**src/rtl/hub75_scan_scheduler_pkg.sv**
```systemverilog
// Shared definitions for the HUB75 scan scheduler: default panel geometry
// and the scan state encoding.
package hub75_scan_scheduler_pkg;

    localparam int DEF_COLUMNS  = 64;
    localparam int DEF_ROW_BITS = 4;
    localparam int DEF_PLANES   = 4;
    localparam int DEF_BASE_OE  = 32;

    typedef enum logic [2:0] {
        ST_IDLE    = 3'd0,
        ST_SHIFT   = 3'd1,
        ST_FLUSH   = 3'd2,
        ST_LATCH   = 3'd3,
        ST_DISPLAY = 3'd4,
        ST_ADVANCE = 3'd5
    } state_e;

endpackage

```
**src/rtl/hub75_scan_scheduler_oe_window.sv**
```systemverilog
// Brightness-scaled output-enable window: captures the plane window and the
// on-time in LATCH, then counts DISPLAY cycles and drives the active-low OE.
module hub75_oe_window
    import hub75_scan_scheduler_pkg::*;
#(
    parameter int PLANES  = DEF_PLANES,
    parameter int BASE_OE = DEF_BASE_OE
) (
    input  logic                      clk,
    input  logic                      reset,
    input  logic                      load,
    input  logic                      run,
    input  logic [$clog2(PLANES)-1:0] plane,
    input  logic [7:0]                brightness,
    output logic                      hub75_oe,
    output logic                      done
);

    localparam int WIN_W  = $clog2(BASE_OE) + PLANES;
    localparam int PROD_W = WIN_W + 8;

    logic [WIN_W-1:0]  window_s;
    logic [PROD_W-1:0] prod_s;
    logic [WIN_W-1:0]  on_s;
    logic [WIN_W-1:0]  win_q, win_d;
    logic [WIN_W-1:0]  on_q, on_d;
    logic [WIN_W-1:0]  cnt_q, cnt_d;
    logic              oe_q, oe_d;

    // On-time is the plane window scaled by brightness/256, so the window
    // length (and thus the frame period) never depends on brightness.
    always_comb begin
        window_s = WIN_W'(BASE_OE) << plane;
        prod_s   = PROD_W'(window_s) * PROD_W'(brightness);
        on_s     = prod_s[PROD_W-1:8];
        done     = (cnt_q == (win_q - WIN_W'(1)));
    end

    // Next-state for the window counter; OE for the upcoming cycle is low
    // only while the upcoming display index is below the on-time.
    always_comb begin
        win_d = win_q;
        on_d  = on_q;
        cnt_d = cnt_q;
        oe_d  = 1'b1;
        if (load) begin
            win_d = window_s;
            on_d  = on_s;
            cnt_d = {WIN_W{1'b0}};
            oe_d  = (on_s == {WIN_W{1'b0}});
        end else if (run && !done) begin
            cnt_d = cnt_q + WIN_W'(1);
            oe_d  = !((cnt_q + WIN_W'(1)) < on_q);
        end else begin
            oe_d  = 1'b1;
        end
    end

    // Window registers.
    always_ff @(posedge clk) begin
        if (reset) begin
            win_q <= {WIN_W{1'b0}};
            on_q  <= {WIN_W{1'b0}};
            cnt_q <= {WIN_W{1'b0}};
            oe_q  <= 1'b1;
        end else begin
            win_q <= win_d;
            on_q  <= on_d;
            cnt_q <= cnt_d;
            oe_q  <= oe_d;
        end
    end

    assign hub75_oe = oe_q;

endmodule

```
**src/rtl/hub75_scan_scheduler.sv**
```systemverilog
// HUB75 scan scheduler: shifts a row per bit-plane, latches it, shows it for
// a binary-weighted window and owns the double-buffer bank flip.
module hub75_scan_scheduler
    import hub75_scan_scheduler_pkg::*;
#(
    parameter int COLUMNS  = DEF_COLUMNS,
    parameter int ROW_BITS = DEF_ROW_BITS,
    parameter int PLANES   = DEF_PLANES,
    parameter int BASE_OE  = DEF_BASE_OE
) (
    input  logic                       clk,
    input  logic                       reset,
    input  logic                       enable,
    input  logic [7:0]                 brightness,
    input  logic                       flip_req,
    output logic [$clog2(COLUMNS)-1:0] col_addr,
    output logic [ROW_BITS-1:0]        row_addr,
    output logic [$clog2(PLANES)-1:0]  plane,
    output logic                       bank_sel,
    output logic                       shift_en,
    output logic                       hub75_latch,
    output logic                       hub75_oe,
    output logic                       flip_ack,
    output logic                       frame_start
);

    localparam int COL_W = $clog2(COLUMNS);
    localparam int PL_W  = $clog2(PLANES);

    state_e              state_q, state_d;
    logic [COL_W-1:0]    col_q, col_d;
    logic [ROW_BITS-1:0] row_q, row_d;
    logic [PL_W-1:0]     plane_q, plane_d;
    logic                bank_q, bank_d;
    logic                pending_q, pending_d;
    logic                shift_en_q, shift_en_d;
    logic                latch_q, latch_d;
    logic                flip_ack_q, flip_ack_d;
    logic                frame_start_q, frame_start_d;

    logic                plane_wrap_s;
    logic                row_wrap_s;
    logic [PL_W-1:0]     plane_inc_s;
    logic [ROW_BITS-1:0] row_inc_s;
    logic                load_s;
    logic                run_s;
    logic                oe_done_s;

    // Scan position after the current plane completes.
    always_comb begin
        plane_wrap_s = (plane_q == PL_W'(PLANES - 1));
        row_wrap_s   = plane_wrap_s && (row_q == {ROW_BITS{1'b1}});
        plane_inc_s  = plane_wrap_s ? {PL_W{1'b0}} : (plane_q + PL_W'(1));
        row_inc_s    = plane_wrap_s ? (row_q + ROW_BITS'(1)) : row_q;
        load_s       = (state_q == ST_LATCH);
        run_s        = (state_q == ST_DISPLAY);
    end

    // Scan sequencing; shift_en trails the column address by one cycle to
    // line up with the pixel RAM read data.
    always_comb begin
        state_d       = state_q;
        col_d         = col_q;
        row_d         = row_q;
        plane_d       = plane_q;
        bank_d        = bank_q;
        pending_d     = pending_q | flip_req;
        shift_en_d    = (state_q == ST_SHIFT);
        latch_d       = 1'b0;
        flip_ack_d    = 1'b0;
        frame_start_d = 1'b0;
        case (state_q)
            ST_IDLE: begin
                if (enable) begin
                    state_d       = ST_SHIFT;
                    col_d         = {COL_W{1'b0}};
                    frame_start_d = (row_q == {ROW_BITS{1'b0}}) && (plane_q == {PL_W{1'b0}});
                end else begin
                    state_d = ST_IDLE;
                end
            end
            ST_SHIFT: begin
                if (col_q == COL_W'(COLUMNS - 1)) begin
                    state_d = ST_FLUSH;
                end else begin
                    col_d = col_q + COL_W'(1);
                end
            end
            ST_FLUSH: begin
                state_d = ST_LATCH;
                latch_d = 1'b1;
            end
            ST_LATCH: begin
                state_d = ST_DISPLAY;
            end
            ST_DISPLAY: begin
                if (oe_done_s) begin
                    state_d = ST_ADVANCE;
                end else begin
                    state_d = ST_DISPLAY;
                end
            end
            ST_ADVANCE: begin
                plane_d = plane_inc_s;
                row_d   = row_inc_s;
                // A request arriving in this very cycle still counts for this frame.
                if (row_wrap_s && (pending_q || flip_req)) begin
                    bank_d     = !bank_q;
                    flip_ack_d = 1'b1;
                    pending_d  = 1'b0;
                end else begin
                    bank_d = bank_q;
                end
                if (enable) begin
                    state_d       = ST_SHIFT;
                    col_d         = {COL_W{1'b0}};
                    frame_start_d = (row_inc_s == {ROW_BITS{1'b0}}) && (plane_inc_s == {PL_W{1'b0}});
                end else begin
                    state_d = ST_IDLE;
                end
            end
            default: begin
                state_d = ST_IDLE;
            end
        endcase
    end

    // State and registered outputs.
    always_ff @(posedge clk) begin
        if (reset) begin
            state_q       <= ST_IDLE;
            col_q         <= {COL_W{1'b0}};
            row_q         <= {ROW_BITS{1'b0}};
            plane_q       <= {PL_W{1'b0}};
            bank_q        <= 1'b0;
            pending_q     <= 1'b0;
            shift_en_q    <= 1'b0;
            latch_q       <= 1'b0;
            flip_ack_q    <= 1'b0;
            frame_start_q <= 1'b0;
        end else begin
            state_q       <= state_d;
            col_q         <= col_d;
            row_q         <= row_d;
            plane_q       <= plane_d;
            bank_q        <= bank_d;
            pending_q     <= pending_d;
            shift_en_q    <= shift_en_d;
            latch_q       <= latch_d;
            flip_ack_q    <= flip_ack_d;
            frame_start_q <= frame_start_d;
        end
    end

    hub75_oe_window #(
        .PLANES  (PLANES),
        .BASE_OE (BASE_OE)
    ) u_oe_window (
        .clk        (clk),
        .reset      (reset),
        .load       (load_s),
        .run        (run_s),
        .plane      (plane_q),
        .brightness (brightness),
        .hub75_oe   (hub75_oe),
        .done       (oe_done_s)
    );

    assign col_addr    = col_q;
    assign row_addr    = row_q;
    assign plane       = plane_q;
    assign bank_sel    = bank_q;
    assign shift_en    = shift_en_q;
    assign hub75_latch = latch_q;
    assign flip_ack    = flip_ack_q;
    assign frame_start = frame_start_q;

endmodule

```
**config.mk**
```make
export PLATFORM = sky130hd
export DESIGN_NAME = hub75_scan_scheduler
export DESIGN_NICKNAME = d
export VERILOG_FILES = /design/src/rtl/hub75_scan_scheduler_pkg.sv /design/src/rtl/hub75_scan_scheduler_oe_window.sv /design/src/rtl/hub75_scan_scheduler.sv
export SDC_FILE = /design/constraint.sdc
export NUM_CORES = 1
export LEC_CHECK = 0
export CAP_MARGIN = 30
export CELL_PAD_IN_SITES_DETAIL_PLACEMENT = 0
export CELL_PAD_IN_SITES_GLOBAL_PLACEMENT = 1
export CORE_UTILIZATION = 40
export CTS_CLUSTER_DIAMETER = 150
export DETAILED_ROUTE_END_ITERATION = 12
export HOLD_SLACK_MARGIN = 0.05
export PLACE_DENSITY = 0.73
export REMOVE_ABC_BUFFERS = 1
export SLEW_MARGIN = 20
export SYNTH_ARGS = -nofsm -noshare
export SYNTH_HDL_FRONTEND = slang
export SYNTH_SLANG_ARGS = --single-unit
```
**constraint.sdc**
```tcl
create_clock -name clk -period 4 [get_ports clk]
set_input_delay 0.8 -clock clk [delete_from_list [all_inputs] [get_ports clk]]
set_output_delay 0.8 -clock clk [all_outputs]
set_load 0.03 [all_outputs]
```
==> impl_metrics.py, run 1 <==
metrics = {
    "place": {
        "port_buffers": 29,
        "hpwl_um": 5820,
        "dp.cells": 556,
        "place.gp.congestion": 0.772,
    },
    "yosys": {
        "async_reset_ff_frac": 0,
        "synth-seq-area-share": 0.252,
        "synthesis.area_sq_um": 3490,
        "synth_edf_count": 0,
        "yosys_warnings": 0,
        "ys_ff_latch": 44,
        "synth_top_area_frac": 0.252,
        "synth_area_per_cell_sq_um": 8.68,
        "synthCells": 402,
        "yosysTopAreaCell": "dfxtp_1",
        "synth_area_leaders": "dfxtp_1, ha_1, fa_1, and2_1, a21oi_1",
        "synth_ff_type": "dfxtp_1",
        "yosysUniqueCellTypes": 56,
    },
    "routing": {
        "antenna_left": 0,
        "wire_per_inst_um": 13.8,
        "drcViolationCount": 0,
        "num_vias": 2942,
        "dr.pass1.iters": 4,
        "viasPerCell": 5.13,
        "dr.first_iter.drc_count": 75,
        "wl_um": 7880,
    },
    "timing": {
        "fin_skew_ps": 8.79,
        "drv_slew": 0,
        "period_share": 0.997,
        "tns_ps": 0,
        "tightest_slew_ps": 752,
        "fin_crit_ps": 3990,
        "hold_viol": 0,
        "max_freq_mhz": 251,
        "grt_setup_unrepaired": "yes",
        "final-setup-viol-count": 0,
        "slew_headroom": 0.497,
    },
    "floorplan": {
        "die_y_um": 95.4,
        "chipWidth_um": 95.4,
        "rows": 33,
        "dieArea_sq_um": 9100,
        "start_util": 0.419,
        "coreArea_sq_um": 8340,
        "ios": 30,
    },
    "power": {
        "p_total_mw": 1.09,
        "peakVddDrop_v": 0.000194,
        "p_per_area_nw_per_um2": 240,
        "leakage_nw": 1.98,
    },
    "grt": {
        "grt_max_degree": 23,
        "grt_usage": 0.184,
        "grt_pass1_wl_um": 13100,
        "grt_overflow_total": 0,
        "antenna_found_initial": 0,
        "grt_pass1_vias": 2840,
    },
    "worst_setup_path": {
        "reg2reg_from": "plane[0]$_SDFFE_PP0N_",
        "r2r_cells": 16,
        "cp_max_fo": 5,
        "start_kind": "flop",
        "reg2reg_to": "u_oe_window.hub75_oe$_SDFF_PP1_",
        "path_class": "reg2reg",
        "worstPathRequired_ps": 4240,
        "endpoint_kind": "flop",
        "r2r_slack_ps": 10,
        "cp_data_arrival_time_ps": 4230,
    },
    "min_path": {
        "min_path_cells": 2,
        "worstHoldStart": "u_oe_window.on_q[0]$_SDFFE_PP0P_",
        "hold_path_class": "reg2reg",
        "holdPathEnd": "u_oe_window.on_q[0]$_SDFFE_PP0P_",
    },
    "clock_network": {
        "clock_sinks": 44,
        "clock_path_buffers": 2,
        "clock_latency_ps": 310,
        "htreeDepth": 2,
        "root_buffer": "clkbuf_8",
        "numCtsBuffers": 5,
        "cts.clk_slew.worst_paths_ps": 90,
        "tritoncts": "done",
    },
    "final_layout": {
        "mostFrequentLayoutCells": "dfxtp_1, nand2_1, buf_4",
        "area_delta_synth_final_pct": 30.9,
        "instances_no_fill": 573,
        "final_common_cell": "dfxtp_1",
        "fillCellCount": 790,
        "finalNetCount": 538,
        "diodes": 0,
        "drive_above_1_share": 0.250,
    },
    "outcome": {
        "outcome": "complete, no violations",
    },
    "job": {
        "maxCapViolations": 0,
    },
}
==> worst max-delay path: stages (launching register included) <==
cell and delay [ps]:
dfxtp_4 390, inv_4 60, ha_4 170, buf_4 130
and2_1 130, ha_2 160, ha_1 290, ha_1 290
inv_1 70, fa_1 500, inv_2 50, fa_2 410
a211o_4 370, nand4b_1 120, o311ai_2 120, or4_4 500
o211ai_2 160
==> synth_stat cells (3+ instances only) <==
cell type	instances
ha_1	47
dfxtp_1	44
nand2_1	39
inv_1	37
a21oi_1	31
nor2_1	27
and2_1	26
xnor2_1	14
fa_1	12
xor2_1	10
clkbuf_1	9
o21a_1	7
o21ai_0	7
nand4b_1	6
nor3_1	6
a31o_2	5
and3_1	5
nand2b_1	5
nand3_1	5
or3_1	4
a211oi_1	3
a21boi_0	3
nand3b_1	3
nor4_1	3
or4_1	3
==> per-layer routing <==
layer / track usage / share of wire / vias up
met2: 0.307 / 0.47 / 42
met3: 0.0295 / 0.024 / 16
met1: 0.245 / 0.49 / 1365
li1: - / - / 1519
met4: 0.0510 / 0.019 / 0
met5: 0 / 0 / -
==> flip-flops by register name, summed over array words and instances (netlist names) <==
register / cells
plane: 2
flip_ack: 1
row_addr: 4
pending_q: 1
frame_start: 1
state_q: 3
u_oe_window.win_q: 4
u_oe_window.cnt_q: 9
u_oe_window.hub75_oe: 1
hub75_latch: 1
shift_en: 1
u_oe_window.on_q: 9
bank_sel: 1
col_addr: 6
==> cell families (layout without fill, tap and decap cells) <==
logic type               count (synthesis)  count (layout)  share of synthesized area
buffers and inverters                   50             116                     0.0577
adder cells (fa/ha/maj)                 59              59                      0.237
multiplexers                             2               2                    0.00573
AND/OR/NAND/NOR                        144             144                      0.223
flip-flops                              44              44                      0.252
AO/OA/AOI/OAI                           78              78                      0.157
XOR/XNOR                                25              25                     0.0670
==> per-stage QoR <==
| step | area (sq um) | hold WS, ps | worst slack, ps | util |
|---|---|---|---|---|
| final | 4570 | 456 | 10.8 | 0.548 |
| after global routing | 4570 | 477 | -128 | 0.548 |
| after CTS | 4390 | 461 | 1.66 | 0.526 |
| after detailed placement | 4100 | 447 | -813 | 0.491 |
| after global placement | 4100 | 445 | -748 | 0.491 |
| after floorplan | 3430 | 428 | -342 | - |
==> worst max path at each step <==
stage                          start                               to  slack (ps)  cells after the start
2_1_floorplan  plane[0]$_SDFFE_PP0N_  u_oe_window.hub75_oe$_SDFF_PP1_        -340                     14
3_3_place_gp           brightness[7]  u_oe_window.hub75_oe$_SDFF_PP1_        -750                     13
3_5_place_dp           brightness[7]  u_oe_window.hub75_oe$_SDFF_PP1_        -810                     13
4_1_cts                brightness[0]  u_oe_window.hub75_oe$_SDFF_PP1_           2                     12
5_1_grt        plane[0]$_SDFFE_PP0N_  u_oe_window.hub75_oe$_SDFF_PP1_        -130                     16
6_report       plane[0]$_SDFFE_PP0N_  u_oe_window.hub75_oe$_SDFF_PP1_          10                     16
==> power breakdown <==
group,switching (mW),internal [mW]
Combinational,0.140,0.110
Sequential,0.0233,0.461
Clock,0.172,0.188
Total,0.335,0.759
==> layout make-up <==
| class | count | area, sq um | area share |
|---|---|---|---|
| clock buffers | 5 | 68.8 | 0.0151 |
| clock inverters | 3 | 46.3 | 0.0101 |
| inverters | 37 | 144 | 0.0315 |
| multi-input cells | 308 | 2700 | 0.591 |
| flip-flops and latches | 44 | 888 | 0.194 |
| well taps | 105 | 131 | 0.0288 |
| repair buffers | 71 | 591 | 0.129 |
==> what timing repair did <==
action / 4_1_cts / 5_1_grt
endpoints found under the hold margin: 0 / 0
hold buffers: 0 / 0
setup buffers: 4 / 5
gates resized for setup: 42 / 41
setup endpoints to repair: 6 / 4
pin swaps: 19 / 33
Power figures use the tool's default switching activity.
==> run 2: changes to the inputs <==
--- a/config.mk
+++ b/config.mk
@@ -5,13 +5,11 @@
 export SDC_FILE = /design/constraint.sdc
 export NUM_CORES = 1
 export LEC_CHECK = 0
-export CAP_MARGIN = 30
 export CELL_PAD_IN_SITES_DETAIL_PLACEMENT = 0
 export CELL_PAD_IN_SITES_GLOBAL_PLACEMENT = 1
 export CORE_UTILIZATION = 40
 export CTS_CLUSTER_DIAMETER = 150
 export DETAILED_ROUTE_END_ITERATION = 12
-export HOLD_SLACK_MARGIN = 0.05
 export PLACE_DENSITY = 0.73
 export REMOVE_ABC_BUFFERS = 1
 export SLEW_MARGIN = 20
==> results of run 2 <==
Same layout as run 1: the final DEF is identical, and so are final timing and power.
==> run 3: changes to the inputs <==
--- a/config.mk
+++ b/config.mk
@@ -11,6 +11,7 @@
 export CTS_CLUSTER_DIAMETER = 150
 export DETAILED_ROUTE_END_ITERATION = 12
 export PLACE_DENSITY = 0.73
+export RECOVER_POWER = 25
 export REMOVE_ABC_BUFFERS = 1
 export SLEW_MARGIN = 20
 export SYNTH_ARGS = -nofsm -noshare
==> impl_metrics.py, run 3 (synthesis gave the netlist of run 1 again) <==
metrics = {
    "grt": {
        "grt_usage": 0.184,
        "antenna_found_initial": 0,
        "grt_max_degree": 23,
        "grt_pass1_wl_um": 13100,
        "grt_overflow_total": 0,
        "grt_pass1_vias": 2840,
    },
    "final_layout": {
        "drive_above_1_share": 0.246,
        "fillCellCount": 792,
        "final_common_cell": "dfxtp_1",
        "finalNetCount": 538,
        "design_area_sq_um": 4560,
        "instances_no_fill": 573,
        "mostFrequentLayoutCells": "dfxtp_1, nand2_1, buf_4",
        "diodes": 0,
        "area_delta_synth_final_pct": 30.7,
        "utilization": 0.547,
    },
    "place": {
        "dp.cells": 556,
        "place_ws_ps": -813,
        "hpwl_um": 5820,
        "post_dp_cell_area_sq_um": 4100,
        "place.gp.congestion": 0.772,
        "port_buffers": 29,
    },
    "routing": {
        "wire_per_inst_um": 13.7,
        "dr.first_iter.drc_count": 87,
        "antenna_left": 0,
        "drcViolationCount": 0,
        "dr.pass1.iters": 4,
        "viasPerCell": 5.10,
        "wl_um": 7860,
        "num_vias": 2924,
    },
    "timing": {
        "tns_ps": 0,
        "drv_slew": 0,
        "fin_crit_ps": 3990,
        "tightest_slew_ps": 1050,
        "setup_ws_ps": 9.26,
        "hold_viol": 0,
        "final-setup-viol-count": 0,
        "max_freq_mhz": 251,
        "period_share": 0.998,
        "slew_headroom": 0.303,
        "fin_skew_ps": 8.96,
        "grt_setup_unrepaired": "yes",
    },
    "clock_network": {
        "cts.clk_slew.worst_paths_ps": 90,
        "htreeDepth": 2,
        "holdBufCountCts": 0,
        "root_buffer": "clkbuf_8",
        "clock_latency_ps": 310,
        "clock_path_buffers": 2,
        "tritoncts": "done",
        "clock_sinks": 44,
        "numCtsBuffers": 5,
    },
    "worst_setup_path": {
        "cp_max_fo": 4,
        "endpoint_kind": "flop",
        "cp_data_arrival_time_ps": 4230,
        "path_class": "reg2reg",
        "start_kind": "flop",
        "worstPathRequired_ps": 4240,
    },
    "floorplan": {
        "start_util": 0.419,
        "coreArea_sq_um": 8340,
        "chipWidth_um": 95.4,
        "die_y_um": 95.4,
        "rows": 33,
        "ios": 30,
        "dieArea_sq_um": 9100,
    },
    "outcome": {
        "outcome": "complete, no violations",
    },
    "power": {
        "p_per_area_nw_per_um2": 240,
        "peakVddDrop_v": 0.000194,
        "leakage_nw": 1.98,
    },
    "job": {
        "maxCapViolations": 0,
    },
    "min_path": {
        "hold_path_class": "reg2reg",
    },
}
==> run 3: cell types whose count changed in the layout (fill, tap and decap cells not counted), sizes merged <==
cell,before,now
buf,44,42
clkbuf,8,10
clkdlybuf4s50,22,21
dlygate4sd3,0,1
==> run 3: what timing repair did <==
item                                    CTS  global route
buffers inserted                          4             5
gates resized for setup                  42            41
endpoints found under the setup margin    6             4
pin swaps                                19            33
==> run 3: final timing paths <==
check / slack (ps) / start / cells after the start / endpoint
setup / recovery: 9 / plane[1]$_SDFFE_PP0N_ / 15 / u_oe_window.hub75_oe$_SDFF_PP1_
hold / removal: 460 / u_oe_window.on_q[0]$_SDFFE_PP0P_ / 2 / u_oe_window.on_q[0]$_SDFFE_PP0P_
setup reg to reg: 9 / plane[1]$_SDFFE_PP0N_ / 15 / u_oe_window.hub75_oe$_SDFF_PP1_
hold reg to reg: 460 / u_oe_window.on_q[0]$_SDFFE_PP0P_ / 2 / u_oe_window.on_q[0]$_SDFFE_PP0P_
==> run 3: power by group <==
part           total, mW  switching [mW]  leakage [nW]  internal (mW)
logic              0.249           0.139          1.56          0.110
registers          0.484          0.0235         0.358          0.461
clock network      0.360           0.171        0.0548          0.188
total               1.09           0.334          1.98          0.759
==> run 3: worst max-delay path: stages (launching register included) <==
cell,delay [ps]
dfxtp_4,380
inv_4,50
ha_4,160
buf_4,140
and2_1,140
fa_1,450
ha_1,300
inv_1,70
fa_1,500
inv_2,50
fa_2,410
a211o_4,370
nand4b_1,120
o311ai_2,120
or4_4,500
o211ai_2,160
==> run 3: metal layers <==
metal | up-vias | GRT usage | share of wire
li1 | 1517 | - | -
met1 | 1356 | 0.245 | 0.49
met2 | 35 | 0.307 | 0.46
met3 | 16 | 0.0295 | 0.023
met4 | 0 | 0.0510 | 0.019
met5 | - | 0 | 0
==> run 3: area by class of cell <==
class	count	area, sq um	share of cell area
clock buffer	5	68.8	0.0151
sequential	44	888	0.195
clock inverter	3	46.3	0.0101
tap	105	131	0.0288
multi-input combinational	308	2700	0.592
inverter	37	144	0.0315
timing repair buffer	71	583	0.128
==> run 3: stage by stage <==
| step | power [mW] | hold WS [ps] |
|---|---|---|
| final | 1.09 | 456 |
| after global routing | 1.16 | 477 |
| after CTS | 1.10 | 461 |
| after detailed placement | 0.726 | 447 |
| after global placement | 0.723 | 445 |
| after floorplan | 0.639 | 428 |
